[config.mk]
export PLATFORM = sky130hd
export DESIGN_NAME = mem_bus_arbiter
export DESIGN_NICKNAME = d
export VERILOG_FILES = /design/src/rtl/mem_bus_arbiter.sv
export SDC_FILE = /design/constraint.sdc
export NUM_CORES = 1
export LEC_CHECK = 0
export CAP_MARGIN = 20
export CORE_UTILIZATION = 50
export DETAILED_ROUTE_END_ITERATION = 10
export PLACE_DENSITY = 0.81
export SLEW_MARGIN = 20
export SYNTH_ARGS = -nofsm -noshare
export SYNTH_HDL_FRONTEND = slang
export SYNTH_SLANG_ARGS = --single-unit
[constraint.sdc]
create_clock -name clk_in -period 4 [get_ports clk_in]
set_input_delay 0.8 -clock clk_in [delete_from_list [all_inputs] [get_ports clk_in]]
set_output_delay 0.8 -clock clk_in [all_outputs]
set_load 0.02 [all_outputs]
[src/rtl/mem_bus_arbiter.sv]
// rtl/mem_bus_arbiter.sv - byte-wide RAM/IO port arbiter between instruction fetch and load/store buffer
// Optional IO store throttling: MEM_ARB_IO_THROTTLE_EN
module mem_bus_arbiter #(
    parameter int         POS_W = 4,
    parameter logic [1:0] IO_HI = 2'b11
) (
    input  logic             clk_in,
    input  logic             rst_in,
    input  logic             rdy_in,
    input  logic             clear,
    input  logic             io_buffer_full,
    input  logic             if_req,
    input  logic [31:0]      if_addr,
    output logic             if_ready,
    output logic [31:0]      if_data,
    input  logic             d_req,
    input  logic [POS_W-1:0] d_pos,
    input  logic             d_we,
    input  logic [1:0]       d_size,
    input  logic [31:0]      d_addr,
    input  logic [31:0]      d_wdata,
    output logic             d_ready,
    output logic [31:0]      d_rdata,
    output logic [POS_W-1:0] d_pos_out,
    input  logic [7:0]       mem_din,
    output logic [7:0]       mem_dout,
    output logic [31:0]      mem_a,
    output logic             mem_wr,
    output logic             busy
);

    localparam logic [1:0] S_IDLE    = 2'd0;
    localparam logic [1:0] S_READ    = 2'd1;
    localparam logic [1:0] S_WRITE   = 2'd2;
`ifdef MEM_ARB_IO_THROTTLE_EN
    localparam logic [1:0] S_IO_WAIT = 2'd3;
`endif

    logic [1:0]       state;
    logic [2:0]       beat;
    logic [1:0]       last;
    logic [31:0]      addr;
    logic [31:0]      wdata;
    logic [POS_W-1:0] pos;
    logic             is_data;
    logic [31:0]      rbuf;

    logic [1:0]  d_last;
    logic [1:0]  cap_idx;
    logic [31:0] next_buf;
    logic        is_io;

    always_comb begin
        case (d_size)
            2'd0:    d_last = 2'd0;
            2'd1:    d_last = 2'd1;
            default: d_last = 2'd3;
        endcase
    end

    // Read data lags its address by one beat, so beat k captures byte k-1.
    always_comb begin
        next_buf = rbuf;
        cap_idx  = 2'(beat - 3'd1);
        next_buf[{cap_idx, 3'b000} +: 8] = mem_din;
    end

    assign is_io = (d_addr[17:16] == IO_HI);

`ifndef MEM_ARB_IO_THROTTLE_EN
    logic unused_io;
    assign unused_io = io_buffer_full | is_io;
`endif

    always_ff @(posedge clk_in or negedge rst_in) begin
        if (!rst_in) begin
            state     <= S_IDLE;
            beat      <= 3'd0;
            last      <= 2'd0;
            addr      <= 32'd0;
            wdata     <= 32'd0;
            pos       <= '0;
            is_data   <= 1'b0;
            rbuf      <= 32'd0;
            if_ready  <= 1'b0;
            if_data   <= 32'd0;
            d_ready   <= 1'b0;
            d_rdata   <= 32'd0;
            d_pos_out <= '0;
        end else if (rdy_in) begin
            if_ready <= 1'b0;
            d_ready  <= 1'b0;
            case (state)
                S_IDLE: begin
                    // Requesters drop req only after seeing ready, so skip the pulse cycle.
                    if (!clear && !if_ready && !d_ready && (d_req || if_req)) begin
                        beat <= 3'd0;
                        rbuf <= 32'd0;
                        if (d_req) begin
                            is_data <= 1'b1;
                            addr    <= d_addr;
                            pos     <= d_pos;
                            wdata   <= d_wdata;
                            last    <= d_last;
                            if (!d_we)
                                state <= S_READ;
`ifdef MEM_ARB_IO_THROTTLE_EN
                            else if (is_io && io_buffer_full)
                                state <= S_IO_WAIT;
`endif
                            else
                                state <= S_WRITE;
                        end else begin
                            is_data <= 1'b0;
                            addr    <= if_addr;
                            last    <= 2'd3;
                            state   <= S_READ;
                        end
                    end
                end
                S_READ: begin
                    if (clear) begin
                        state <= S_IDLE;
                    end else begin
                        if (beat != 3'd0)
                            rbuf <= next_buf;
                        if (beat == {1'b0, last} + 3'd1) begin
                            state <= S_IDLE;
                            if (is_data) begin
                                d_ready   <= 1'b1;
                                d_rdata   <= next_buf;
                                d_pos_out <= pos;
                            end else begin
                                if_ready <= 1'b1;
                                if_data  <= next_buf;
                            end
                        end else begin
                            beat <= beat + 3'd1;
                        end
                    end
                end
                S_WRITE: begin
                    // Stores are committed; clear never cuts them short.
                    if (beat[1:0] == last) begin
                        state     <= S_IDLE;
                        d_ready   <= 1'b1;
                        d_pos_out <= pos;
                    end else begin
                        beat <= beat + 3'd1;
                    end
                end
`ifdef MEM_ARB_IO_THROTTLE_EN
                S_IO_WAIT: begin
                    if (!io_buffer_full)
                        state <= S_WRITE;
                end
`endif
                default: state <= S_IDLE;
            endcase
        end
    end

    always_comb begin
        mem_a    = 32'd0;
        mem_dout = 8'd0;
        if ((state == S_READ || state == S_WRITE) && !beat[2] && beat[1:0] <= last)
            mem_a = addr + {29'd0, beat};
        if (state == S_WRITE)
            mem_dout = wdata[{beat[1:0], 3'b000} +: 8];
    end

    assign mem_wr = rdy_in && (state == S_WRITE);
    assign busy   = (state != S_IDLE);

endmodule

# Yosys cells after proc, flatten, opt, wreduce, memory -nomap -nowiden
# Index checks and enable logic that the tools add are counted.
# op_classes
reduce_logical,27
magnitude_cmp,1
n_addsub,5
shifts,3
n_eq_ne,14
n_mux,37
bitwise_logic,2
# ops
cell,count
$mux W32,5
$pmux W32 S2,1
$add A32 B3 Y32,1
$bwmux W32,1
$shift A8 B7 Y32 const A,1
$shiftx A32 B6 Y8,1
$shiftx A8 B7 Y32,1
$mux W4,4
$ne A2 B2 Y1 const B,8
$reduce_and A5 Y1,3
$mux W2,7
$mux W3,4
$reduce_and A6 Y1,2
$mux W1,9
$pmux W3 S3,1
$mux W8,1
$pmux W4 S2,1
$reduce_and A4 Y1,2
$neg A5 Y7,1
$logic_and A1 B1 Y1,6
$pmux W2 S3,1
$reduce_bool A2 Y1,3
$reduce_bool A3 Y1,2
$eq A2 B1 Y1 const B,2
other kinds (15),21
# totals
elab_cells,102
out_inout_bits,112
inputBits,118
register_bits,178

# Logic depth before layout (Yosys ltp)
# Gate-level depths: netlist of the first run.
# logic_depth
word_depth,7
ltp_mapped,9
ltp_nobuf,7

# Least setup slack after synthesis of the first run
# OpenSTA, ideal clock, no wires.
# synth_path
path_type,register to output
from,register beat[1]
to,output port mem_a[20]
arrival_time_ns,2.576
slack_ns,0.624
stages_incl_launch_ff,9
cell_sequence,dfrtp_1 buf_4 inv_1 fa_1 nor2b_1 o2111ai_1 clkbuf_1 or4_1 a21oi_1
# synth_via
elab_chain_cells,3
# synth_lines
item,line_no,text
from (decl),40,logic [2:0] beat;
from (signal assigned),138,beat <= beat + 3'd1;
from (signal assigned),149,beat <= beat + 3'd1;
"parallel branches: the longest is 2 deep, another holds $add A32 B3 Y32",--,
$mux W32 (*),166,if ((state == S_READ || state == S_WRITE) && !beat[2] && beat[1:0] <= last)
to (decl),27,"output logic [31:0] mem_a,"
# Every way passes the cells marked *.

# Final worst setup path of the first run
# layout_path
from,register beat[1]
to,output port mem_a[31]
# Same word-level chain as after synthesis.

==> results of run 1 <==
-- state kept, by name, summed over array words and instances, names as in the netlist --
register   flops
state          2
pos            4
d_ready        1
d_pos_out      4
d_rdata       32
if_data       32
beat           3
rbuf          32
wdata         32
last           2
is_data        1
if_ready       1
addr          32
-- cells in the mapped netlist (all sizes together) (13+ instances only) --
| master | count |
|---|---|
| a21oi | 52 |
| a22o | 40 |
| buf | 22 |
| clkbuf | 32 |
| dfrtp | 178 |
| ha | 15 |
| inv | 40 |
| mux2 | 105 |
| mux2i | 38 |
| nand2 | 43 |
| nor2 | 44 |
| o21ai | 37 |
| o31ai | 13 |
-- timing repair --
action / 4_1_cts / 5_1_grt
setup buffers: 0 / 4
endpoints found under the hold margin: 0 / 0
endpoints found under the setup margin: 10 / 22
pin swaps: 0 / 0
resized for setup: 12 / 12
hold buffers: 0 / 0
-- worst register-to-register path, cell delays in order, from the launching register on --
cell      delay (ps)
dfrtp_1          370
buf_6            240
inv_1            150
ha_1             370
nand2b_1         210
nor4_2           270
nand3_2          370
buf_4            380
mux2_2           320
-- cell families (layout without fill, tap and decap cells) --
kind of cell,Yosys count,count (layout)
AO/OA/AOI/OAI,167,167
XOR/XNOR,9,9
adder cells (fa/ha/maj),16,16
buffers and inverters,94,320
flip-flops,178,178
multiplexers,151,151
AND/OR/NAND/NOR,181,181
-- power groups by stage --
stage                     combinational (W)  sequential [W]  clock (W)
final                               0.00382         0.00274    0.00159
after global routing                0.00413         0.00282    0.00169
after CTS                           0.00383         0.00273    0.00161
after detailed placement            0.00386         0.00276          0
after global placement              0.00380         0.00274          0
after floorplan                     0.00232         0.00276          0
-- area by class of cell --
type | count | area [µm²]
Tap cell | 225 | 282
Inverter | 40 | 150
Clock buffer | 17 | 425
Multi-Input combinational cell | 524 | 4220
Clock inverter | 14 | 128
Sequential cell | 178 | 4450
Fill cell | 1328 | 5420
Timing Repair Buffer | 249 | 2450
-- layer usage --
metal,vias up,global-route usage,share of wire
met2,231,0.407,0.48
met1,3486,0.339,0.43
met4,0,0.0885,0.024
li1,3315,-,-
met3,36,0.0537,0.062
met5,-,0,0
-- per-stage QoR --
stage / hold slack, ps / utilization / power [W] / cells / setup WS (ps)
4_1_cts: 305 / 0.688 / 0.00818 / 1243 / 3.55
3_5_place_dp: 482 / 0.656 / 0.00663 / 1212 / 246
5_1_grt: 315 / 0.691 / 0.00864 / 1247 / 4.74
6_report: 297 / 0.691 / 0.00815 / 1247 / 114
3_3_place_gp: 482 / 0.656 / 0.00653 / 1212 / 275
2_1_floorplan: 466 / - / 0.00509 / 796 / 624
-- worst max path at each step --
stage | endpoint | slack, ps | cells past startpoint
finish | mem_a[31] | 110 | 7
global route | mem_a[25] | 5 | 10
CTS | mem_a[2] | 4 | 10
detailed placement | mem_a[20] | 250 | 9
global placement | mem_a[20] | 270 | 9
floorplan | mem_a[20] | 620 | 8
==> summary.md, run 1 <==
| Metric | Value |
|---|---|
| Most common cell after layout, fill and taps aside | clkdlybuf4s50_1 |
| Worst setup EP type | output pin |
| Area share of fa/ha/maj cells after synthesis | 0.0228 |
| Commonest cells after routing, fill and taps aside | clkdlybuf4s50_1 (209), dfrtp_1 (178), mux2_2 (98) |
| Area growth syn-to-layout | 33.2% |
| Leakage Power | 5.40 nW |
| Seq/Total Area, Yosys | 0.490 |
| Core Area | 17500 µm² |
| Flop-to-flop setup slack | 1210 ps |
| Mapped Area | 9090 µm² |
| Outcome | complete, no violations |
| Cell family with most CP delay | buffers and inverters |
| Post-Place Cell Area | 11500 µm² |
| Net Sw Frac | 0.401 |
| Syn Inst Count | 796 |
| Main combinational cell family by area after synthesis | multiplexers |
| Gr usage total | 0.253 |
| Wirelength per Cell | 18.2 µm |
| DRC Markers | 0 |
| Initial Utilization | 0.519 |
| Die area | 18700 µm² |
| Top_reg_cell synth | dfrtp_1 |
| Max VDD drop | 446 µV |
| Period minus WS final | 3890 ps |
| CTS root buffer | clkbuf_16 |
| EDFF count, synth | 0 |
| Worst skew pair latency | 430 ps |
| Cell taking the most area after synthesis | dfrtp_1 |
| First-pass GRT wire length | 36.5 mm |
| Initial antenna violation count | 0 |
| Crit path from | beat[1]$_DFFE_PN0P_ |
| Internal power | 0.00489 W |
| Buf/Inv on CP | 2 |
| Max-cap violations | 0 |
| Power density over the cells | 673 nW/µm² |
| Share of cells above drive strength 1 | 0.181 |
| N_diodes | 0 |
| Die Width | 137 µm |
| Top cells by area, synth | dfrtp_1 (49%), mux2_2 (12%), mux2i_1 (4.2%) |
| Max frequency | 257 MHz |
| Share of power burned in registers | 0.336 |
| Min-delay worst type | input port to asynchronous set/reset pin |
| Syn_area_per_cell | 11.4 µm² |
| Crit path cell chain | buf_4, ha_1, a211oi_1, or3_4, nor4_2, mux2i_1, clkdlybuf4s50_1 |
| Crit Path Category | flip-flop to output pin |
| Simple-Gate Fraction of Synth Area | 0.112 |
| Residual overflow from global routing | 0 |
| Post-Synth XOR/XNOR Area | 0.00867 |
| Final nets | 1144 |
| Vias in the first global route | 7024 |
| Setup TNS | 0 ps |
| Row Count | 48 |
| Capturing point of the worst reg2reg path | if_data[30]$_DFFE_PN0P_ |
| DR iter-0 viols | 374 |
| Crit path largest cell delay | 650 ps |
| Final hold viol count | 0 |
| Critical path launch point type | flip-flop |
| Skew final | 9.71 ps |
| Netlist cell types | 62 |
| Clock Path Buffers | 2 |
| Compound-cell area share of the yosys netlist | 0.122 |
| RSZ-0062 raised after global routing | no |
| Via/cell ratio | 5.67 |
| Final HPWL DP | 16.0 mm |
| Slew Limit Fails | 0 |
| Clk network pwr share | 0.195 |
| Top-area cell type share of the netlist area | 0.490 |
| Die height | 137 µm |
| Post-Layout Inst Area | 12100 µm² |
| Pin count of the biggest net entering global routing | 91 |
| Comb pwr share | 0.469 |
| PortBufs | 228 |
| Routed WL | 22.7 mm |
| Arrival time at the worst endpoint | 3090 ps |
| Ports | 230 |
| Crit Reg-Reg Startpoint | beat[0]$_DFFE_PN0P_ |
| CP max stage cell | clkdlybuf4s50_1 |
| Worst r2r path cells | 8 |
| Clock transition at path regs | 70 ps |
| Asr flop ratio synth | 1.00 |
| Mux share of post-synthesis cell area | 0.195 |
| CTS tree | built |
| Headroom to the max-slew limit | 0.438 |
| Routability-driven placement congestion ratio | 0.835 |
| Clock sink count | 178 |
| Slew @ Worst Pin | 841 ps |
| Net switching power | 0.00326 W |
| Final setup violating endpoints | 0 |
| Syn_nets | 930 |
| Synth Warn # | 0 |
| Number of synthesized register bits | 178 |
| Post-route ant nets | 0 |
| Num CTS Buffers | 17 |
| Pre-antenna DRT Iters | 7 |
| Worst Path Required | 3200 ps |
| H-Tree Depth | 4 |
| Max FO, Critical Path | 14 |
| Vias | 7068 |
| Final worst-path cycle share | 0.972 |
No activity file was read; power rests on OpenSTA's default activity.
==> inputs of run 2 (changes only) <==
Settings changed: SETUP_SLACK_MARGIN set to 0.15, SKIP_CTS_REPAIR_TIMING set to 1.
==> run 2 against run 1 <==
  * Largest cell class unchanged
  * Critical endpoint is now mem_a[20]
  * Combinational power barely moved
  * Sequential power about the same
  * Core utilization up 0.33 points
==> summary.md, run 2 (synthesis results as in run 1) <==
| Metric | Value |
|---|---|
| Filler cells | 1307 |
| Skew final | 9.46 ps |
| Storage element area | 4450 µm² |
| Die height | 137 µm |
| Core Area | 17500 µm² |
| Pre-antenna DRT Iters | 6 |
| Post-Place Worst Slack | 246 ps |
| Area of the multi-input gates | 4220 µm² |
| Vias | 7086 |
| Worst skew pair latency | 430 ps |
| Routability-driven placement congestion ratio | 0.835 |
| Setup TNS | 0 ps |
| Final nets | 1143 |
| RSZ-0062 raised after global routing | yes |
| Vias in the first global route | 7014 |
| Slew @ Worst Pin | 844 ps |
| Clock Path Buffers | 2 |
| CTS root buffer | clkbuf_16 |
| Worst Path Required | 3200 ps |
| Via/cell ratio | 5.69 |
| Gr usage total | 0.253 |
| Internal power | 0.00490 W |
| Period minus WS final | 3820 ps |
| Leakage Power | 5.70 nW |
| Pin count of the biggest net entering global routing | 91 |
| Final setup violating endpoints | 0 |
| Area growth syn-to-layout | 33.9% |
| Clk network pwr share | 0.194 |
| Crit Path Category | flip-flop to output pin |
| Worst setup EP type | output pin |
| Placed insts | 1212 |
| Comb pwr share | 0.470 |
| Net Sw Frac | 0.400 |
| Most common cell after layout, fill and taps aside | clkdlybuf4s50_1 |
| Num CTS Buffers | 17 |
| Max frequency | 262 MHz |
| Outcome | complete, no violations |
| Share of cells above drive strength 1 | 0.181 |
| CTS tree | built |
| Final hold viol count | 0 |
| Final HPWL DP | 16.0 mm |
| N_diodes | 0 |
| Power density over the cells | 671 nW/µm² |
| DRC Markers | 0 |
| Net switching power | 0.00327 W |
| Arrival time at the worst endpoint | 3020 ps |
| Initial Utilization | 0.519 |
| Max VDD drop | 458 µV |
| Share of power burned in registers | 0.336 |
| Residual overflow from global routing | 0 |
| Row Count | 48 |
| H-Tree Depth | 4 |
| Max FO, Critical Path | 7 |
| Critical path launch point type | flip-flop |
| DR iter-0 viols | 394 |
| Die Width | 137 µm |
| Ports | 230 |
| Flop-to-flop setup slack | 1230 ps |
| Max-cap violations | 0 |
| Die area | 18700 µm² |
| Clock transition at path regs | 70 ps |
| Min-delay worst type | input port to asynchronous set/reset pin |
| Final WS setup | 184 ps |
| Slew Limit Fails | 0 |
| Post-route ant nets | 0 |
| Commonest cells after routing, fill and taps aside | clkdlybuf4s50_1 (195), dfrtp_1 (178), mux2_2 (98) |
| PortBufs | 228 |
| Routed WL | 22.8 mm |
| Final worst-path cycle share | 0.954 |
| Initial antenna violation count | 0 |
| Final non-filler cell total | 1246 |
| Wirelength per Cell | 18.3 µm |
| Headroom to the max-slew limit | 0.436 |
| Overall Power | 0.00817 W |
| Clock sink count | 178 |
| First-pass GRT wire length | 36.5 mm |
-- run 2: worst max-delay path, stage by stage, from the launching register on --
cell and delay, ps:
dfrtp_1 390, ha_1 200, inv_1 60, fa_1 390, nor2b_1 190, o2111ai_2 230
buf_4 230, or4_1 480, a21oi_1 180, dlymetal6s2s_1 250
-- run 2: routing by layer --
layer / vias up / track usage / wire [µm]
met5: - / 0 / 0
met4: 0 / 0.0873 / 495
met3: 28 / 0.0533 / 1480
met2: 236 / 0.407 / 11000
met1: 3506 / 0.340 / 9760
li1: 3316 / - / -
-- run 2: final timing paths --
| check | from | to | cells after the start |
|---|---|---|---|
| setup / recovery | beat[0]$_DFFE_PN0P_ | mem_a[20] | 9 |
| hold / removal | rst_in | wdata[7]$_DFFE_PN0P_ | 1 |
| setup reg to reg | beat[0]$_DFFE_PN0P_ | if_data[31]$_DFFE_PN0P_ | 8 |
| hold reg to reg | pos[1]$_DFFE_PN0P_ | d_pos_out[1]$_DFFE_PN0P_ | 1 |
| max in group asynchronous | rst_in | if_data[26]$_DFFE_PN0P_ | 2 |
| min in group clk_in | pos[1]$_DFFE_PN0P_ | d_pos_out[1]$_DFFE_PN0P_ | 1 |
-- run 2: power by group through the flow --
| stage | registers (W) | clock network, W | logic, W |
|---|---|---|---|
| 2_1_floorplan | 0.00276 | 0 | 0.00232 |
| 3_5_place_dp | 0.00276 | 0 | 0.00386 |
| 3_3_place_gp | 0.00274 | 0 | 0.00380 |
| 4_1_cts | 0.00273 | 0.00161 | 0.00389 |
| 6_report | 0.00274 | 0.00159 | 0.00384 |
| 5_1_grt | 0.00282 | 0.00169 | 0.00415 |
-- run 2: final cells by class --
type	instances	area share
flip-flops and latches	178	0.366
multi-input cells	524	0.347
repair buffers	248	0.206
clock buffers	17	0.0349
well taps	225	0.0231
inverters	40	0.0123
clock inverters	14	0.0105
-- run 2: metrics by stage --
step	utilization	area [µm²]	hold slack [ps]
floorplan	-	9090	466
global placement	0.656	11500	482
detailed placement	0.656	11500	482
CTS	0.688	12100	305
global route	0.694	12200	315
finish	0.694	12200	297
==> inputs of run 3 (changes only) <==
Settings changed: CORE_UTILIZATION 50 to 40, PLACE_DENSITY 0.81 to 0.67.
==> run 3 against run 2 <==
  * The flow now finishes with violations (DRC)
  * Register-to-register slack worse by 20 ps
  * First-iteration DRC count rose by 9.9%
  * Fmax shrank 4.1%
  * Critical path type unchanged
  * Critical endpoint is now mem_a[29]
==> summary.md, run 3 (synthesis results as in run 1) <==
| Metric | Value |
|---|---|
| Outcome | finished with violations |
| Violated checks | DRC |
| Filler cells | 1935 |
| Min-delay worst type | input port to asynchronous set/reset pin |
| Buf/Inv on CP | 2 |
| Internal power | 0.00505 W |
| Max VDD drop | 314 µV |
| Max frequency | 251 MHz |
| Worst Path Required | 3200 ps |
| Post-Layout Inst Area | 12300 µm² |
| H-Tree Depth | 4 |
| Share of power burned in registers | 0.330 |
| Slew @ Worst Pin | 1020 ps |
| Wirelength per Cell | 18.0 µm |
| Initial antenna violation count | 0 |
| Period minus WS final | 3980 ps |
| Commonest cells after routing, fill and taps aside | clkdlybuf4s50_1 (201), dfrtp_1 (178), mux2_2 (98) |
| Via/cell ratio | 5.34 |
| Clk network pwr share | 0.205 |
| Core Area | 22000 µm² |
| CTS root buffer | clkbuf_16 |
| DRC Markers | 14 |
| DR iter-0 viols | 433 |
| Worst hold slack | 377 ps |
| Die area | 23300 µm² |
| Initial Utilization | 0.413 |
| N_diodes | 0 |
| Pin count of the biggest net entering global routing | 71 |
| Leakage Power | 5.64 nW |
| Most common cell after layout, fill and taps aside | clkdlybuf4s50_1 |
| Final nets | 1144 |
| Share of cells above drive strength 1 | 0.180 |
| Residual overflow from global routing | 0 |
| Crit path cell chain | buf_4, ha_1, a211oi_1, or3_1, nor4b_1, mux2i_1, clkdlybuf4s50_1 |
| Vias in the first global route | 6955 |
| Vias | 6958 |
| CTS tree | built |
| Arrival time at the worst endpoint | 3180 ps |
| Worst r2r path cells | 8 |
| Die height | 153 µm |
| Cell family with most CP delay | buffers and inverters |
| Die Width | 153 µm |
| Post-route ant nets | 0 |
| Skew final | 9.44 ps |
| Clock transition at path regs | 70 ps |
| Ports | 230 |
| Clock sink count | 178 |
| Area growth syn-to-layout | 35.0% |
| Num CTS Buffers | 17 |
| Routed WL | 23.4 mm |
| Gr usage total | 0.208 |
| Worst skew pair latency | 430 ps |
| Final setup violating endpoints | 0 |
| Row Count | 54 |
| Headroom to the max-slew limit | 0.318 |
| Net switching power | 0.00327 W |
| Pre-antenna DRT Iters | 8 |
| Final hold viol count | 0 |
| Crit path largest cell delay | 650 ps |
| Slew Limit Fails | 0 |
| Routability-driven placement congestion ratio | 0.793 |
| Levels on crit path | 7 |
| RSZ-0062 raised after global routing | yes |
| Max-cap violations | 0 |
| Max FO, Critical Path | 14 |
| CP max stage cell | clkdlybuf4s50_1 |
| Worst setup EP type | output pin |
| Power density over the cells | 678 nW/µm² |
| Post-Place Cell Area | 11600 µm² |
| First-pass GRT wire length | 38.2 mm |
| Critical path launch point type | flip-flop |
| Clock Path Buffers | 2 |
| Crit Path Category | flip-flop to output pin |
| Final worst-path cycle share | 0.995 |
| Final HPWL DP | 16.7 mm |
| Comb pwr share | 0.465 |
| Net Sw Frac | 0.393 |
| PortBufs | 228 |
==> run 3: per-stage QoR <==
stage	utilization	setup WS (ps)	instances	power, W	setup TNS (ps)
floorplan	-	624	796	0.00509	0
CTS	0.553	-215	1301	0.00842	-871
detailed placement	0.526	248	1269	0.00670	0
global placement	0.526	288	1269	0.00661	0
finish	0.557	20.7	1303	0.00832	0
global route	0.557	-166	1303	0.00884	-483
==> run 3: final cells by class <==
class,count,area [µm²],share of cell area
clock inverter,15,174,0.0142
timing repair buffer,249,2510,0.205
inverter,40,150,0.0122
tap,280,350,0.0285
multi-input combinational,524,4210,0.343
clock buffer,17,425,0.0346
sequential,178,4450,0.363
==> run 3: final timing paths <==
path	slack, ps	start	end
hold / removal	380	rst_in	wdata[23]$_DFFE_PN0P_
min in group clk_in	500	rbuf[9]$_DFFE_PN0P_	rbuf[9]$_DFFE_PN0P_
max in group asynchronous	2790	rst_in	if_data[14]$_DFFE_PN0P_
hold reg to reg	500	rbuf[9]$_DFFE_PN0P_	rbuf[9]$_DFFE_PN0P_
setup / recovery	20	beat[1]$_DFFE_PN0P_	mem_a[29]
setup reg to reg	1210	beat[0]$_DFFE_PN0P_	if_data[5]$_DFFE_PN0P_
==> run 3: power by group through the flow <==
stage | clock (W) | sequential [W] | combinational (W)
floorplan | 0 | 0.00276 | 0.00232
global placement | 0 | 0.00275 | 0.00386
detailed placement | 0 | 0.00277 | 0.00393
CTS | 0.00175 | 0.00274 | 0.00394
global route | 0.00182 | 0.00283 | 0.00419
finish | 0.00171 | 0.00275 | 0.00387
==> run 3: routing by layer <==
metal	GRT usage	wire, µm	vias up
met1	0.286	10800	3435
li1	-	-	3315
met4	0.0572	291	0
met2	0.328	11000	193
met5	0	0	-
met3	0.0498	1400	15
